===== config.mk =====
export PLATFORM = sky130hd
export DESIGN_NAME = gfx_wb_ctrl
export DESIGN_NICKNAME = d
export VERILOG_FILES = /design/src/rtl/gfx_wb_ctrl.sv
export SDC_FILE = /design/constraint.sdc
export NUM_CORES = 1
export LEC_CHECK = 0
export CORE_MARGIN = 3
export CORE_UTILIZATION = 60
export DETAILED_ROUTE_END_ITERATION = 10
export PLACE_DENSITY = 0.84
export SLEW_MARGIN = 25
export SYNTH_ARGS = -nofsm -noshare
export SYNTH_HDL_FRONTEND = slang
export SYNTH_SLANG_ARGS = --single-unit

===== constraint.sdc =====
create_clock -name clk -period 4.4 [get_ports clk]
set_input_delay 0.88 -clock clk [delete_from_list [all_inputs] [get_ports clk]]
set_output_delay 0.88 -clock clk [all_outputs]
set_load 0.01 [all_outputs]

===== src/rtl/gfx_wb_ctrl.sv =====
// gfx_wb_ctrl: Wishbone register block in front of the gfxdemo pixel pipeline.
// Holds control, scroll and a 16-entry RGB444 palette, plus vsync status and
// interrupt. Control and scroll writes land in pending registers and are
// copied to the active outputs only on vsync_pulse, so the pixel pipeline
// never sees a mid-frame change.
//
// Ports:
//   clk, reset            system clock, synchronous active-high reset
//   wb__adr/dat_w/sel     wishbone address, write data, byte enables
//   wb__cyc/stb/we        wishbone cycle, strobe, write enable
//   wb__dat_r/ack         wishbone read data (valid with ack), acknowledge
//   vsync_pulse           one-cycle start-of-vblank pulse
//   gfx_enable/gfx_mode   active enable and mode to the pixel pipeline
//   scroll_x/scroll_y     active scroll offsets
//   pal_idx/pal_rgb       palette lookup port, one cycle latency
//   irq                   irq[0] = vsync interrupt, irq[2:1] tied low
module gfx_wb_ctrl #(
  parameter logic [31:0] BASE_ADDR = 32'h3000_0000,
  parameter logic [31:0] ID_VALUE  = 32'h6766_7801
) (
  input  logic        clk,
  input  logic        reset,
  input  logic [31:0] wb__adr,
  input  logic [31:0] wb__dat_w,
  output logic [31:0] wb__dat_r,
  input  logic [3:0]  wb__sel,
  input  logic        wb__cyc,
  input  logic        wb__stb,
  input  logic        wb__we,
  output logic        wb__ack,
  input  logic        vsync_pulse,
  output logic        gfx_enable,
  output logic [2:0]  gfx_mode,
  output logic [9:0]  scroll_x,
  output logic [9:0]  scroll_y,
  input  logic [3:0]  pal_idx,
  output logic [11:0] pal_rgb,
  output logic [2:0]  irq
);

  logic        ack_reg;
  logic [31:0] dat_r_reg;
  logic        en_p_reg, en_a_reg;
  logic [2:0]  mode_p_reg, mode_a_reg;
  logic [9:0]  sx_p_reg, sx_a_reg, sy_p_reg, sy_a_reg;
  logic        irq_en_reg;
  logic        vsync_pending_reg;
  logic [15:0] frame_cnt_reg;
  logic        irq_reg;
  logic [11:0] pal_rgb_reg;
  logic [11:0] palette [16];

  logic [5:0]  word;
  logic        hit, req, wr, is_pal;
  logic        wr_ctrl, wr_scroll, wr_status, wr_pal;
  logic [3:0]  pal_widx;
  logic [11:0] pal_wdata;
  logic [31:0] rd_data;
  logic        unused_bits;

  assign word   = wb__adr[7:2];
  assign hit    = (wb__adr[31:8] == BASE_ADDR[31:8]);
  assign is_pal = (word[5:4] == 2'b01);
  // The ack cycle itself never starts a new access, limiting the bus to
  // one access per two cycles even with stb held high.
  assign req    = wb__cyc & wb__stb & hit & ~ack_reg;
  assign wr     = req & wb__we;

  assign wr_ctrl   = wr & (word == 6'h00);
  assign wr_scroll = wr & (word == 6'h01);
  assign wr_status = wr & (word == 6'h02);
  assign wr_pal    = wr & is_pal;
  assign pal_widx  = word[3:0];

  // Byte-lane merge of the palette entry being written.
  always_comb begin
    pal_wdata = palette[pal_widx];
    if (wb__sel[0]) pal_wdata[7:0]  = wb__dat_w[7:0];
    if (wb__sel[1]) pal_wdata[11:8] = wb__dat_w[11:8];
  end

  // CTRL/SCROLL read back the pending values, not the active ones.
  always_comb begin
    rd_data = 32'h0;
    if (is_pal) begin
      rd_data = {20'h0, palette[word[3:0]]};
    end else begin
      case (word)
        6'h00:   rd_data = {23'h0, irq_en_reg, 4'h0, mode_p_reg, en_p_reg};
        6'h01:   rd_data = {6'h0, sy_p_reg, 6'h0, sx_p_reg};
        6'h02:   rd_data = {frame_cnt_reg, 15'h0, vsync_pending_reg};
        6'h03:   rd_data = ID_VALUE;
        default: rd_data = 32'h0;
      endcase
    end
  end

  always_ff @(posedge clk) begin
    if (reset) begin
      ack_reg           <= 1'b0;
      dat_r_reg         <= 32'h0;
      en_p_reg          <= 1'b0;
      en_a_reg          <= 1'b0;
      mode_p_reg        <= 3'h0;
      mode_a_reg        <= 3'h0;
      sx_p_reg          <= 10'h0;
      sx_a_reg          <= 10'h0;
      sy_p_reg          <= 10'h0;
      sy_a_reg          <= 10'h0;
      irq_en_reg        <= 1'b0;
      vsync_pending_reg <= 1'b0;
      frame_cnt_reg     <= 16'h0;
      irq_reg           <= 1'b0;
    end else begin
      ack_reg   <= req;
      dat_r_reg <= (req & ~wb__we) ? rd_data : 32'h0;

      if (wr_ctrl) begin
        if (wb__sel[0]) {mode_p_reg, en_p_reg} <= wb__dat_w[3:0];
        if (wb__sel[1]) irq_en_reg <= wb__dat_w[8];
      end
      if (wr_scroll) begin
        if (wb__sel[0]) sx_p_reg[7:0] <= wb__dat_w[7:0];
        if (wb__sel[1]) sx_p_reg[9:8] <= wb__dat_w[9:8];
        if (wb__sel[2]) sy_p_reg[7:0] <= wb__dat_w[23:16];
        if (wb__sel[3]) sy_p_reg[9:8] <= wb__dat_w[25:24];
      end

      // Non-blocking copy: a write on the same edge is not yet visible,
      // so the active side takes the pre-write pending value.
      if (vsync_pulse) begin
        en_a_reg      <= en_p_reg;
        mode_a_reg    <= mode_p_reg;
        sx_a_reg      <= sx_p_reg;
        sy_a_reg      <= sy_p_reg;
        frame_cnt_reg <= frame_cnt_reg + 16'h1;
      end

      // Set has priority over a coincident write-1-to-clear.
      if (vsync_pulse)
        vsync_pending_reg <= 1'b1;
      else if (wr_status & wb__sel[0] & wb__dat_w[0])
        vsync_pending_reg <= 1'b0;

      irq_reg <= vsync_pending_reg & irq_en_reg;
    end
  end

  // Palette storage and lookup. The lookup reads the pre-write contents on
  // a same-edge write, so the new value appears one cycle later.
  always_ff @(posedge clk) begin
    if (reset) begin
      pal_rgb_reg <= 12'h0;
      for (int i = 0; i < 16; i++) begin
        palette[i] <= {3{4'(i)}};
      end
    end else begin
      pal_rgb_reg <= palette[pal_idx];
      if (wr_pal) palette[pal_widx] <= pal_wdata;
    end
  end

  assign wb__ack    = ack_reg;
  assign wb__dat_r  = dat_r_reg;
  assign gfx_enable = en_a_reg;
  assign gfx_mode   = mode_a_reg;
  assign scroll_x   = sx_a_reg;
  assign scroll_y   = sy_a_reg;
  assign pal_rgb    = pal_rgb_reg;
  assign irq        = {2'b00, irq_reg};

  assign unused_bits = ^{wb__adr[1:0], wb__dat_w[15:12], wb__dat_w[31:26]};

endmodule


==> metrics.txt, run 1 <==
sequential fraction of the synthesis area=0.559; Register-to-Register Setup Slack=1.81 ns; clock slew at reported path FFs=0.07 ns; Total Routed Length=43500 um; CTS tree=done; outcome=finished, final reports clean; Std-Cell Rows=55; combined area of all synthesized cells=0.0142 mm2; overall die width=160 um; number of primary I/O pins=150; number of remaining DRC errors=0; Antenna Diode Count=0; count of mapped cells out of synthesis=1086; global-route wire length before repair=64800 um; Final Slew Violations=0; CTS HTree Levels=1; post-synthesis to final-layout area growth=19.2%; maximum vdd ir drop=338 uV; worst endpoint required time=4.68 ns; Critical R2R Launch=wb__ack; synthesized area divided by synthesized cell count=13.1 um2; overall track demand over capacity in global routing=0.338; via count of the routed design=10.5k; multi-input combinational cell area=0.00579 mm2; distinct cell type count of the synthesized netlist=52; Routability Congestion=0.975; number of flip-flops in the largest register=192; CP max-delay cell=sky130_fd_sc_hd__or2_1; post-layout min period=3.27 ns; largest incremental delay on the critical path=0.56 ns; I/O Buffers=134; part of the power in registers=0.493; flip-flop cell with the highest count after synthesis=sky130_fd_sc_hd__edfxtp_1; WL per Instance=27.8 um; effective utilization at floorplan=0.618; maximum fanout along the worst path=12; power after layout=6.25 mW; Worst-Skew Late Latency=0.56 ns; cell depth of the worst setup path=7; maximum number of pins on one net before global-route repair=79; kind of end point of the critical path=flop; Seq. cell area=0.00795 mm2; Worst Clk Skew=0.0153 ns; post-detail-place hpwl=28700 um; worst max-slew margin expressed relative to the limit=0.304; clock share of power=0.409; number of nets in the layout=1308; fraction of layout cells with a size suffix above 1=0.205; switching share of power=0.232; hold buffer count at CTS=0; leakage power figure=5.73 nW; DRT iter0 DRCs=1644; Critical path buffers and inverters=2; number of global-route vias before repair=10.6k; clock buffer count from CTS=29; Clock Root Buffer=sky130_fd_sc_hd__clkbuf_16; fillers=1454; family with the most delay on the worst path=simple AND/OR/NAND/NOR gates; ranking of synthesized cells by instance count=sky130_fd_sc_hd__edfxtp_1, sky130_fd_sc_hd__nor2_1, sky130_fd_sc_hd__nand2_1; count of nets left with antenna violations after detail routing=0; Clock Path Buffers=3; number of buffers inserted to repair setup after CTS=0; Worst Setup EP=palette[6][1]; slew at the pin closest to its max-slew limit=1.02 ns; Die Area=0.0256 mm2; largest area contributor in the netlist=sky130_fd_sc_hd__edfxtp_1; aggregate global routing overflow=0; warning count from the yosys run=0; core region area=0.0230 mm2; Setup violations, final=0; arrival time of the worst setup path=3.55 ns; FF-to-FF path depth=6; via/cell ratio=6.72; worst reg2reg path endpoint=palette[6][1]; final instance area=0.0169 mm2; worst setup path startpoint=wb__adr[23]; Max Clock Freq=306 MHz; antenna violations before repair=0; Pwr per Cell Area=369 mW/mm2; most frequent cell after synthesis=sky130_fd_sc_hd__edfxtp_1; number of synthesized flops with an enable pin=192; number of gates resized after CTS=0; worst hold path class=flop to flop; Final Hold Fails=0; number of iterations in the first detailed-routing pass=6; ordered cell list for the critical path=clkdlybuf4s50_1 -> nor4_1 -> nand4_2 -> or2_1 -> buf_4 -> nor3_2 -> nand2_1; crit start category=input pin; switching power of the nets=1.45 mW; portion of the clock cycle consumed by the worst path in the final layout=0.744; internal power of the cells=4.80 mW; number of storage elements in the synthesis netlist=301; post-synthesis async set-or-reset flop share=0; Critical Setup Path Class=input pin to flop; die outline height=160 um; fraction of post-synthesis cell area in the top cell type by area=0.406; total negative slack=0 ns; clk sink count=301; leading post-synthesis cells by cell area=sky130_fd_sc_hd__edfxtp_1, sky130_fd_sc_hd__mux4_2, sky130_fd_sc_hd__dfxtp_1, sky130_fd_sc_hd__nor2_1, sky130_fd_sc_hd__nand2_1; unrepaired setup endpoints after global routing=no; total of max-cap violations=0; instance area at placement=0.0160 mm2; combinational fraction of design power=0.098
## per-layer routing
| layer | wire, um | GRT usage | vias up |
|---|---|---|---|
| met3 | 5810 | 0.0955 | 223 |
| met5 | 0 | 0 | - |
| met2 | 20400 | 0.552 | 931 |
| met4 | 3040 | 0.179 | 0 |
| li1 | - | - | 4313 |
| met1 | 14200 | 0.412 | 5050 |
## per-stage QoR
step | instances | setup WS (ns) | hold WS (ns) | utilization
2_1_floorplan | 1088 | 1.53 | 0.435 | -
3_3_place_gp | 1511 | 0.617 | 0.463 | 0.694
3_5_place_dp | 1511 | 0.589 | 0.460 | 0.694
4_1_cts | 1564 | 1.16 | 0.472 | 0.737
5_1_grt | 1564 | 1.05 | 0.484 | 0.737
6_report | 1564 | 1.13 | 0.479 | 0.737
## cell type report
class / instances / area share
clock buffers: 35 / 0.0459
inverters: 7 / 0.00155
multi-input cells: 695 / 0.342
clock inverters: 18 / 0.0114
well taps: 313 / 0.0231
flip-flops and latches: 301 / 0.469
repair buffers: 195 / 0.107
## kinds of logic (layout without fill, tap and decap cells)
| logic type | after synthesis | after routing | synth area share |
|---|---|---|---|
| compound gates | 73 | 73 | 0.0327 |
| fa+ha+maj | 1 | 1 | 0.000880 |
| mux | 171 | 171 | 0.217 |
| flops | 301 | 301 | 0.559 |
| simple gates | 434 | 434 | 0.147 |
| xor+xnor | 13 | 13 | 0.00801 |
| buf+inv | 92 | 255 | 0.0342 |
| other cells | 1 | 3 | 0.000264 |
## power groups by stage
stage          clock network (mW)  logic, mW  registers [mW]
2_1_floorplan                   0      0.366            3.13
3_3_place_gp                    0      0.576            3.13
3_5_place_dp                    0      0.588            3.14
4_1_cts                      2.58      0.597            3.08
5_1_grt                      2.68      0.636            3.08
6_report                     2.56      0.612            3.08
## worst min-delay path: cells and delay by family (launching register included)
kind	cells	cell delay, ns
DFF	1	0.31
buffers and inverters	1	0.06
and+or+nand+nor	1	0.06
## worst min-delay path by stage
stage                      startpoint  cells after the start            end
after floorplan            irq_en_reg                      2        irq_reg
final                      irq_en_reg                      2        irq_reg
after global routing       irq_en_reg                      2        irq_reg
after CTS                  irq_en_reg                      2        irq_reg
after detailed placement   irq_en_reg                      2        irq_reg
after global placement    sy_p_reg[6]                      2  wb__dat_r[22]
## layout by cell type, fill, tap and decap left out, types with 16 or more instances in the layout
cell type / count
sky130_fd_sc_hd__buf_4: 61
sky130_fd_sc_hd__clkbuf_16: 29
sky130_fd_sc_hd__clkdlybuf4s50_1: 127
sky130_fd_sc_hd__dfxtp_1: 109
sky130_fd_sc_hd__edfxtp_1: 192
sky130_fd_sc_hd__mux2i_1: 49
sky130_fd_sc_hd__mux4_2: 106
sky130_fd_sc_hd__nand2_1: 134
sky130_fd_sc_hd__nand2b_1: 23
sky130_fd_sc_hd__nand4_1: 16
sky130_fd_sc_hd__nor2_1: 170
sky130_fd_sc_hd__nor2b_1: 22
No activity file was read; power rests on OpenSTA's default activity.
==> run 2, diff against run 1 <==
CORE_UTILIZATION = 52   (was 60)
PLACE_DENSITY = 0.77   (was 0.84)
clock period = 2.7 ns   (was 4.4 ns; I/O delays follow)
==> run 2 against run 1 <==
Effect of this change:
- register-to-register slack got worse by 1.3 ns
- die area increased by 15%
- worst hold slack worse by 0.044 ns
- clock power is 72% higher
- sequential power is 63% higher
- clock skew rose by 0.00078 ns
- first-iteration DRC count decreased by 11%
- final cell count rose by 7.6%
- sequential cell count stayed put
- count of clock-buffer cells in the layout increased by 14
- via count rose by 2.3%
- largest power group unchanged
==> metrics.txt, run 2 (synthesized netlist as in run 1, its figures left out) <==
kind of end point of the critical path=flop; FF-to-FF path depth=7; CTS tree=done; outcome=finished, final reports clean; global-route wire length before repair=65300 um; maximum vdd ir drop=473 uV; Worst-Skew Late Latency=0.51 ns; Std-Cell Rows=59; crit start category=input pin; worst endpoint required time=2.94 ns; instance area at placement=0.0171 mm2; clk sink count=301; fraction of layout cells with a size suffix above 1=0.257; Clock Root Buffer=sky130_fd_sc_hd__clkbuf_16; Worst Clk Skew=0.0161 ns; Final Slew Violations=0; Clock Path Buffers=3; clock slew at reported path FFs=0.06 ns; Pwr per Cell Area=585 mW/mm2; I/O Buffers=134; die outline height=171 um; most common cell after layout, fill and taps aside=sky130_fd_sc_hd__edfxtp_1; number of flip-flops in the largest register=192; number of buffers inserted to repair setup after CTS=0; non-filler cells, final=1683; WL per Instance=26.5 um; via/cell ratio=6.39; core region area=0.0264 mm2; CP max-delay cell=sky130_fd_sc_hd__clkdlybuf4s50_1; worst hold path class=input pin to flop; antenna violations before repair=0; maximum number of pins on one net before global-route repair=49; count of nets left with antenna violations after detail routing=0; Finished Core Util=0.686; portion of the clock cycle consumed by the worst path in the final layout=0.911; arrival time of the worst setup path=2.70 ns; overall track demand over capacity in global routing=0.303; Setup violations, final=0; post-synthesis to final-layout area growth=27.6%; Antenna Diode Count=0; number of gates resized after CTS=0; highest-count cells in the layout ignoring fill and taps=sky130_fd_sc_hd__edfxtp_1, sky130_fd_sc_hd__nor2_1, sky130_fd_sc_hd__nand2_1; Critical path buffers and inverters=3; smallest hold slack=0.435 ns; number of iterations in the first detailed-routing pass=7; ordered cell list for the critical path=clkdlybuf4s50_1 -> nor4bb_1 -> nand4_2 -> or2_1 -> buf_12 -> nor4_4 -> buf_4 -> nand2_1; leakage power figure=6.34 nW; Total Routed Length=44600 um; Register-to-Register Setup Slack=0.55 ns; number of global-route vias before repair=10.7k; total of max-cap violations=0; final instance area=0.0181 mm2; Die Area=0.0293 mm2; count of cells along the worst hold path=2; family with the most delay on the worst path=simple AND/OR/NAND/NOR gates; effective utilization at floorplan=0.538; cell depth of the worst setup path=8; aggregate global routing overflow=0; worst max-slew margin expressed relative to the limit=0.663; DRT iter0 DRCs=1456; Critical Setup Path Class=input pin to flop; CTS HTree Levels=2; unrepaired setup endpoints after global routing=no; number of cells in the design after placement=1625; number of remaining DRC errors=0; Max Clock Freq=406 MHz; hold buffer count at CTS=0; Final Hold Fails=0; via count of the routed design=10.8k; post-detail-place hpwl=31200 um; overall die width=171 um; slew at the pin closest to its max-slew limit=0.506 ns; number of nets in the layout=1405; post-layout min period=2.46 ns; maximum fanout along the worst path=12; clock buffer count from CTS=34; largest incremental delay on the critical path=0.45 ns; Routability Congestion=0.968; number of primary I/O pins=150
[run 2: cell type report]
cell class	instances	area (um2)
clock buffers	49	981
clock inverters	9	72.6
fillers	1816	8300
inverters	7	26.3
multi-input cells	695	5780
flip-flops and latches	301	7950
well taps	335	419
repair buffers	287	2900
[run 2: worst paths after layout]
| check | start | end |
|---|---|---|
| max | wb__stb | palette[15][5] |
| max reg2reg | palette[5][8] | palette[14][8] |
| min | reset | frame_cnt_reg[11] |
| min reg2reg | vsync_pending_reg | irq_reg |
[run 2: through the flow]
| step | power (mW) | setup TNS, ns | setup slack, ns |
|---|---|---|---|
| floorplan | 5.70 | 0 | 0.172 |
| global placement | 6.25 | -37.05 | -0.215 |
| detailed placement | 6.27 | -48.33 | -0.245 |
| CTS | 10.6 | 0 | 0.254 |
| global route | 10.9 | 0 | 0.150 |
| finish | 10.6 | 0 | 0.239 |
[run 2: power breakdown]
part | switching (mW) | internal (mW)
clock network | 1.78 | 2.62
logic | 0.602 | 0.580
registers | 0.0551 | 4.97
[run 2: layer usage]
metal | global-route usage | up-vias | share of wire
li1 | - | 4499 | -
met1 | 0.386 | 5222 | 0.34
met2 | 0.504 | 841 | 0.48
met3 | 0.0600 | 192 | 0.13
met4 | 0.142 | 0 | 0.059
met5 | 0 | - | 0
